`src/rtl/cga_attrib_if.sv`:
```
// Pixel-side bus of the CGA attribute pipeline: mode/attribute inputs,
// palette write port and the mapped colour output.
interface cga_attrib_if #(
    parameter int unsigned OUT_BITS = 4
);
    logic [7:0]          att_byte;
    logic                pix_in;
    logic [3:0]          gfx_pix;
    logic [1:0]          gfx_bpp;
    logic                grph_mode;
    logic                pal_sel;
    logic                bright;
    logic [3:0]          border_color;
    logic                display_enable;
    logic                blink_enabled;
    logic                blink;
    logic                cursor;
    logic                hsync;
    logic                vsync;
    logic                pal_we;
    logic [3:0]          pal_addr;
    logic [OUT_BITS-1:0] pal_data;
    logic [OUT_BITS-1:0] pix_out;
    logic                blank_out;

    modport master (
        output att_byte, pix_in, gfx_pix, gfx_bpp, grph_mode, pal_sel, bright,
               border_color, display_enable, blink_enabled, blink, cursor,
               hsync, vsync, pal_we, pal_addr, pal_data,
        input  pix_out, blank_out
    );

    modport slave (
        input  att_byte, pix_in, gfx_pix, gfx_bpp, grph_mode, pal_sel, bright,
               border_color, display_enable, blink_enabled, blink, cursor,
               hsync, vsync, pal_we, pal_addr, pal_data,
        output pix_out, blank_out
    );
endinterface

```
`src/rtl/cga_attrib_pipe.sv`:
```
// Two-stage CGA attribute/colour pipeline: stage 1 resolves a 4-bit logical
// index (text, 1/2/4 bpp graphics, border, sync), stage 2 maps it through a
// writable 16-entry palette.
module cga_attrib_pipe #(
    parameter int unsigned OUT_BITS  = 4,
    parameter int unsigned BLINK_DIV = 2
) (
    input  logic       clk,
    input  logic       reset,
    cga_attrib_if.slave bus
);
    localparam int unsigned CNT_W = (BLINK_DIV > 1) ? $clog2(BLINK_DIV) : 1;
    localparam int unsigned PAL_N = 16;

    logic [CNT_W-1:0]    blink_cnt;
    logic                blink_old;
    logic                blinkdiv;
    logic [3:0]          idx1;
    logic                blank1;
    logic [3:0]          idx_c;
    logic                sync_c;
    logic [OUT_BITS-1:0] pal [PAL_N];
    logic [OUT_BITS-1:0] pix_q;
    logic                blank_q;

    // Character-blink phase: toggles every BLINK_DIV rising edges of blink.
    always_ff @(posedge clk) begin
        if (reset) begin
            blink_old <= 1'b0;
            blink_cnt <= '0;
            blinkdiv  <= 1'b0;
        end else begin
            blink_old <= bus.blink;
            if (bus.blink && !blink_old) begin
                if (blink_cnt == CNT_W'(BLINK_DIV - 1)) begin
                    blink_cnt <= '0;
                    blinkdiv  <= ~blinkdiv;
                end else begin
                    blink_cnt <= blink_cnt + CNT_W'(1);
                end
            end
        end
    end

    // Logical colour index selection for the current dot.
    always_comb begin
        logic       dot;
        logic [3:0] bg;
        idx_c  = 4'h0;
        dot    = 1'b0;
        bg     = 4'h0;
        sync_c = bus.hsync | bus.vsync;
        if (sync_c) begin
            idx_c = 4'h0;
        end else if (!bus.display_enable) begin
            idx_c = bus.border_color;
        end else if (!bus.grph_mode) begin
            bg  = bus.blink_enabled ? {1'b0, bus.att_byte[6:4]} : bus.att_byte[7:4];
            dot = (bus.pix_in & ~(bus.blink_enabled & bus.att_byte[7] & ~bus.cursor & blinkdiv))
                | (bus.cursor & bus.blink);
            idx_c = dot ? bus.att_byte[3:0] : bg;
        end else begin
            unique case (bus.gfx_bpp)
                2'd0:    idx_c = bus.gfx_pix[0] ? bus.border_color : 4'h0;
                2'd1:    idx_c = (bus.gfx_pix[1:0] == 2'b00) ? bus.border_color
                               : {bus.bright, bus.gfx_pix[1], bus.gfx_pix[0], bus.pal_sel};
                default: idx_c = bus.gfx_pix;
            endcase
        end
    end

    // Stage 1 register: index and blank flag.
    always_ff @(posedge clk) begin
        if (reset) begin
            idx1   <= 4'h0;
            blank1 <= 1'b1;
        end else begin
            idx1   <= idx_c;
            blank1 <= sync_c;
        end
    end

    // Palette storage; a same-edge read sees the old entry.
    always_ff @(posedge clk) begin
        if (reset) begin
            for (int i = 0; i < int'(PAL_N); i++) begin
                pal[i] <= OUT_BITS'(i);
            end
        end else if (bus.pal_we) begin
            pal[bus.pal_addr] <= bus.pal_data;
        end
    end

    // Stage 2 register: palette lookup and blank alignment.
    always_ff @(posedge clk) begin
        if (reset) begin
            pix_q   <= '0;
            blank_q <= 1'b1;
        end else begin
            pix_q   <= blank1 ? '0 : pal[idx1];
            blank_q <= blank1;
        end
    end

    assign bus.pix_out   = pix_q;
    assign bus.blank_out = blank_q;
endmodule

```
`src/flat_wrapper.sv`:
```
// flat-port wrapper written by rule: the top's interface ports become plain ports
module cga_attrib_pipe_flat 
#(
    parameter int unsigned OUT_BITS  = 4,
    parameter int unsigned BLINK_DIV = 2
)
  (clk, reset, bus_att_byte, bus_pix_in, bus_gfx_pix, bus_gfx_bpp, bus_grph_mode, bus_pal_sel, bus_bright, bus_border_color, bus_display_enable, bus_blink_enabled, bus_blink, bus_cursor, bus_hsync, bus_vsync, bus_pal_we, bus_pal_addr, bus_pal_data, bus_pix_out, bus_blank_out);
  cga_attrib_if #(.OUT_BITS(OUT_BITS)) bus_i ();
  input  logic clk;
  input  logic reset;
  input wire logic [$bits(bus_i.att_byte)-1:0] bus_att_byte;
  input wire logic [$bits(bus_i.pix_in)-1:0] bus_pix_in;
  input wire logic [$bits(bus_i.gfx_pix)-1:0] bus_gfx_pix;
  input wire logic [$bits(bus_i.gfx_bpp)-1:0] bus_gfx_bpp;
  input wire logic [$bits(bus_i.grph_mode)-1:0] bus_grph_mode;
  input wire logic [$bits(bus_i.pal_sel)-1:0] bus_pal_sel;
  input wire logic [$bits(bus_i.bright)-1:0] bus_bright;
  input wire logic [$bits(bus_i.border_color)-1:0] bus_border_color;
  input wire logic [$bits(bus_i.display_enable)-1:0] bus_display_enable;
  input wire logic [$bits(bus_i.blink_enabled)-1:0] bus_blink_enabled;
  input wire logic [$bits(bus_i.blink)-1:0] bus_blink;
  input wire logic [$bits(bus_i.cursor)-1:0] bus_cursor;
  input wire logic [$bits(bus_i.hsync)-1:0] bus_hsync;
  input wire logic [$bits(bus_i.vsync)-1:0] bus_vsync;
  input wire logic [$bits(bus_i.pal_we)-1:0] bus_pal_we;
  input wire logic [$bits(bus_i.pal_addr)-1:0] bus_pal_addr;
  input wire logic [$bits(bus_i.pal_data)-1:0] bus_pal_data;
  output wire logic [$bits(bus_i.pix_out)-1:0] bus_pix_out;
  output wire logic [$bits(bus_i.blank_out)-1:0] bus_blank_out;
  assign bus_i.att_byte = bus_att_byte;
  assign bus_i.pix_in = bus_pix_in;
  assign bus_i.gfx_pix = bus_gfx_pix;
  assign bus_i.gfx_bpp = bus_gfx_bpp;
  assign bus_i.grph_mode = bus_grph_mode;
  assign bus_i.pal_sel = bus_pal_sel;
  assign bus_i.bright = bus_bright;
  assign bus_i.border_color = bus_border_color;
  assign bus_i.display_enable = bus_display_enable;
  assign bus_i.blink_enabled = bus_blink_enabled;
  assign bus_i.blink = bus_blink;
  assign bus_i.cursor = bus_cursor;
  assign bus_i.hsync = bus_hsync;
  assign bus_i.vsync = bus_vsync;
  assign bus_i.pal_we = bus_pal_we;
  assign bus_i.pal_addr = bus_pal_addr;
  assign bus_i.pal_data = bus_pal_data;
  assign bus_pix_out = bus_i.pix_out;
  assign bus_blank_out = bus_i.blank_out;
  cga_attrib_pipe #(.OUT_BITS(OUT_BITS), .BLINK_DIV(BLINK_DIV)) u_core (.clk(clk), .reset(reset), .bus(bus_i));
endmodule
```
`config.mk`:
```
export PLATFORM = sky130hd
export DESIGN_NAME = cga_attrib_pipe_flat
export DESIGN_NICKNAME = d
export VERILOG_FILES = /design/src/rtl/cga_attrib_if.sv /design/src/rtl/cga_attrib_pipe.sv /design/src/flat_wrapper.sv
export SDC_FILE = /design/constraint.sdc
export NUM_CORES = 1
export LEC_CHECK = 0
export CAP_MARGIN = 20
export CORE_MARGIN = 4
export CORE_UTILIZATION = 45
export CTS_CLUSTER_DIAMETER = 60
export DETAILED_ROUTE_END_ITERATION = 8
export HOLD_SLACK_MARGIN = 0.08
export PLACE_DENSITY = 0.69
export REMOVE_ABC_BUFFERS = 1
export SLEW_MARGIN = 5
export SYNTH_ARGS = -nofsm -noshare
export SYNTH_HDL_FRONTEND = slang
export SYNTH_SLANG_ARGS = --single-unit
```
`constraint.sdc`:
```
create_clock -name clk -period 1.84 [get_ports clk]
set_clock_uncertainty 0.1 [all_clocks]
set_input_delay 0.368 -clock clk [delete_from_list [all_inputs] [get_ports clk]]
set_output_delay 0.368 -clock clk [all_outputs]
set_load 0.03 [all_outputs]
```
==> flow_summary.yaml <==
global_route:
  grt_pass1_wl_mm: 13.4
  grt_max_degree: 23
  grt_pass1_vias: 2612
  overflow: 0
  grtUsageTotal: 0.178
  antenna_found_initial: 0
cts:
  clk_pin_slew_worst_paths_ns: 0.07
  cts_buffer_depth: 2
  cts_buffers: 9
  cts_tree: "done"
  clkLatencyLatePin_ns: 0.35
  cts_sinks: 77
  hold_buffers: 0
  htreeDepth: 3
  cts-root-buf: "clkbuf_8"
sta:
  max-slew-margin-rel: 0.722
  maxSlewViolCount: 0
  hold_viol: 0
  fmaxAchievable_mhz: 551
  rsz0062_at_grt: "yes"
  post-route-worst-setup-slack_ns: 0.0239
  worst_slew_pin_slew_ns: 0.416
  hold_slack_ns: 0.423
  finalCriticalPeriod_ns: 1.82
  period_share: 0.987
  finalSetupViolCount: 0
routing:
  drtIter0Drc: 159
  routed_via_density: 5.43
  routed_wl_mm: 8.42
  firstDrtPassIters: 5
  wl_per_cell_um: 17.3
  drc: 0
  vias: 2637
  drtAntennaViolNets: 0
setup_path:
  r2r_end: "u_core.bus.pix_out[2]"
  cp_slowest_stage_delay_ns: 0.53
  crit_buf_inv: 1
  r2r_setup_slack_ns: 0.02
  crit_slowest_cell: "mux4_2"
  worst-setup-path-type: "reg -> reg"
  cpMostUsedCell: "mux4_2"
  crit-reg2reg-launch: "u_core.idx1[0]"
  worst_ep_required_time_ns: 1.99
  crit_family: "multiplexers"
  end_kind: "flop"
  cp-start-kind: "flop"
  worstPathMaxFanout: 7
  reg2reg_depth: 4
  arrival_ns: 1.96
  cp_cell_sequence: "buf_12, mux4_2, mux4_2, and2_1"
pwr:
  power_density_nw_per_um2: 772
  irDropWorstVdd_uv: 337
  leakage_uw: 0.00177
  p_total_uw: 3810
floorplanning:
  die_w_um: 99.4
  coreArea_um2: 8180
  rows: 33
  die_y_um: 99.4
  boundaryPins: 44
  fp.dieArea_um2: 9880
  start_util: 0.460
yosys:
  synth_cell_type_count: 44
  synthDominantCellAreaShare: 0.511
  async_reset_ff_frac: 0
  synth.ff_latch_count: 77
  yosys-top-cells-area: "edfxtp_1, dfxtp_1, mux4_1"
  synth_top_cell_by_area: "edfxtp_1"
  synth_top_flop_cell: "edfxtp_1"
  syn_avg_cell_area_um2: 12.9
  seq_area_frac_synth: 0.580
  yosysWarnings: 0
  synth_edf_count: 64
  synth_cells: 291
  synth_area_um2: 3760
final_layout:
  area_growth_pct: 31.3
  fin_cells: 486
  num-nets-final: 415
  antenna_cells: 0
  final_cell_mix: "edfxtp_1, buf_4, clkdlybuf4s50_1"
  final_common_cell: "edfxtp_1"
  drive_gt1_frac: 0.273
  fillers: 639
place:
  gp_congestion: 0.809
  post-place-ws_ns: -0.589
  hpwlAfterDp_mm: 6.04
  dp.cells: 470
  portBuffers: 43
min_path:
  min_from: "u_core.blinkdiv"
  whs_path_depth: 2
  min_to: "u_core.blinkdiv"
  hp-class: "reg -> reg"
flow_run:
  drv_cap: 0
status:
  outcome: "finished, final reports clean"
## flip-flops by register name (all words and copies together), names as in the netlist
| register | count |
|---|---|
| u_core.pal | 64 |
| u_core.bus.pix_out | 4 |
| u_core.idx1 | 4 |
| u_core.blank1 | 1 |
| u_core.blink_cnt | 1 |
| u_core.blink_old | 1 |
| u_core.blinkdiv | 1 |
| u_core.bus.blank_out | 1 |
## worst register-to-register path, stage by stage (launching register included)
cell and delay (ns):
dfxtp_2 0.35, buf_12 0.13, mux4_2 0.53, mux4_2 0.47, and2_1 0.14
## worst max path at each step
stage	start	end	slack, ns	cells after the start
floorplan	u_core.idx1[0]	u_core.bus.pix_out[2]	-0.41	3
global route	u_core.idx1[0]	u_core.bus.pix_out[2]	-0.01	4
global placement	reset	u_core.pal[0][0]	-0.56	4
detailed placement	bus_pal_addr[0]	u_core.pal[0][0]	-0.59	4
CTS	u_core.idx1[0]	u_core.bus.pix_out[2]	-0.003	4
finish	u_core.idx1[0]	u_core.bus.pix_out[2]	0.02	4
## logic make-up (layout without fill, tap and decap cells)
group | Yosys count | after routing | share of synthesized area
AND/OR/NAND/NOR | 138 | 138 | 0.214
flip-flops | 77 | 77 | 0.580
AO/OA/AOI/OAI | 26 | 26 | 0.0496
multiplexers | 24 | 24 | 0.124
buffers and inverters | 23 | 113 | 0.0253
XOR/XNOR | 3 | 3 | 0.00699
## repair_timing
| item | 4_1_cts | 5_1_grt |
|---|---|---|
| setup buffers | 0 | 0 |
| pin swaps | 1 | 2 |
| endpoints found under the setup margin | 88 | 5 |
| cloned | 0 | 0 |
| endpoints found under the hold margin | 0 | 0 |
| gates resized for setup | 20 | 5 |
## power by group
group          switching (uW)  leakage [uW]  internal (uW)
clock network             596      0.000107            755
logic                     199      0.000932            247
registers                36.9      0.000733           1980
## layout make-up
type | instances | area, um2 | share of cell area
clock buffer | 9 | 124 | 0.0251
clock inverter | 7 | 90.1 | 0.0182
inverter | 4 | 15.0 | 0.00304
multi-input combinational | 191 | 1530 | 0.311
sequential | 77 | 2180 | 0.442
tap | 105 | 131 | 0.0266
timing repair buffer | 93 | 860 | 0.174
## synthesized netlist by cell type (3+ instances only)
| master | number |
|---|---|
| nand3_1 | 3 |
| edfxtp_1 | 64 |
| nand2b_1 | 8 |
| or2_2 | 16 |
| mux2i_1 | 6 |
| nor2b_1 | 6 |
| nand2_1 | 10 |
| dfxtp_1 | 13 |
| mux4_2 | 6 |
| mux2_2 | 3 |
| inv_1 | 4 |
| and2_1 | 33 |
| or3_1 | 29 |
| o21ai_0 | 4 |
| nor3b_1 | 3 |
| a21oi_1 | 3 |
| mux4_1 | 9 |
| clkbuf_1 | 17 |
| nor2_1 | 19 |
| nor3_1 | 5 |
## metrics by stage
stage | TNS, ns | instance area (um2) | utilization
final | 0 | 4940 | 0.604
after global routing | -0.0134 | 4940 | 0.604
after CTS | -0.00325 | 4910 | 0.601
after detailed placement | -54.32 | 4670 | 0.571
after global placement | -50.29 | 4670 | 0.571
after floorplan | -1.06 | 3680 | -
## per-layer routing
layer,up-vias,global-route usage,wire [um]
met2,112,0.299,4080
met5,-,0,0
met3,18,0.0393,563
met4,0,0.0746,182
li1,1257,-,-
met1,1250,0.223,3590
No activity file was read; power rests on OpenSTA's default activity.
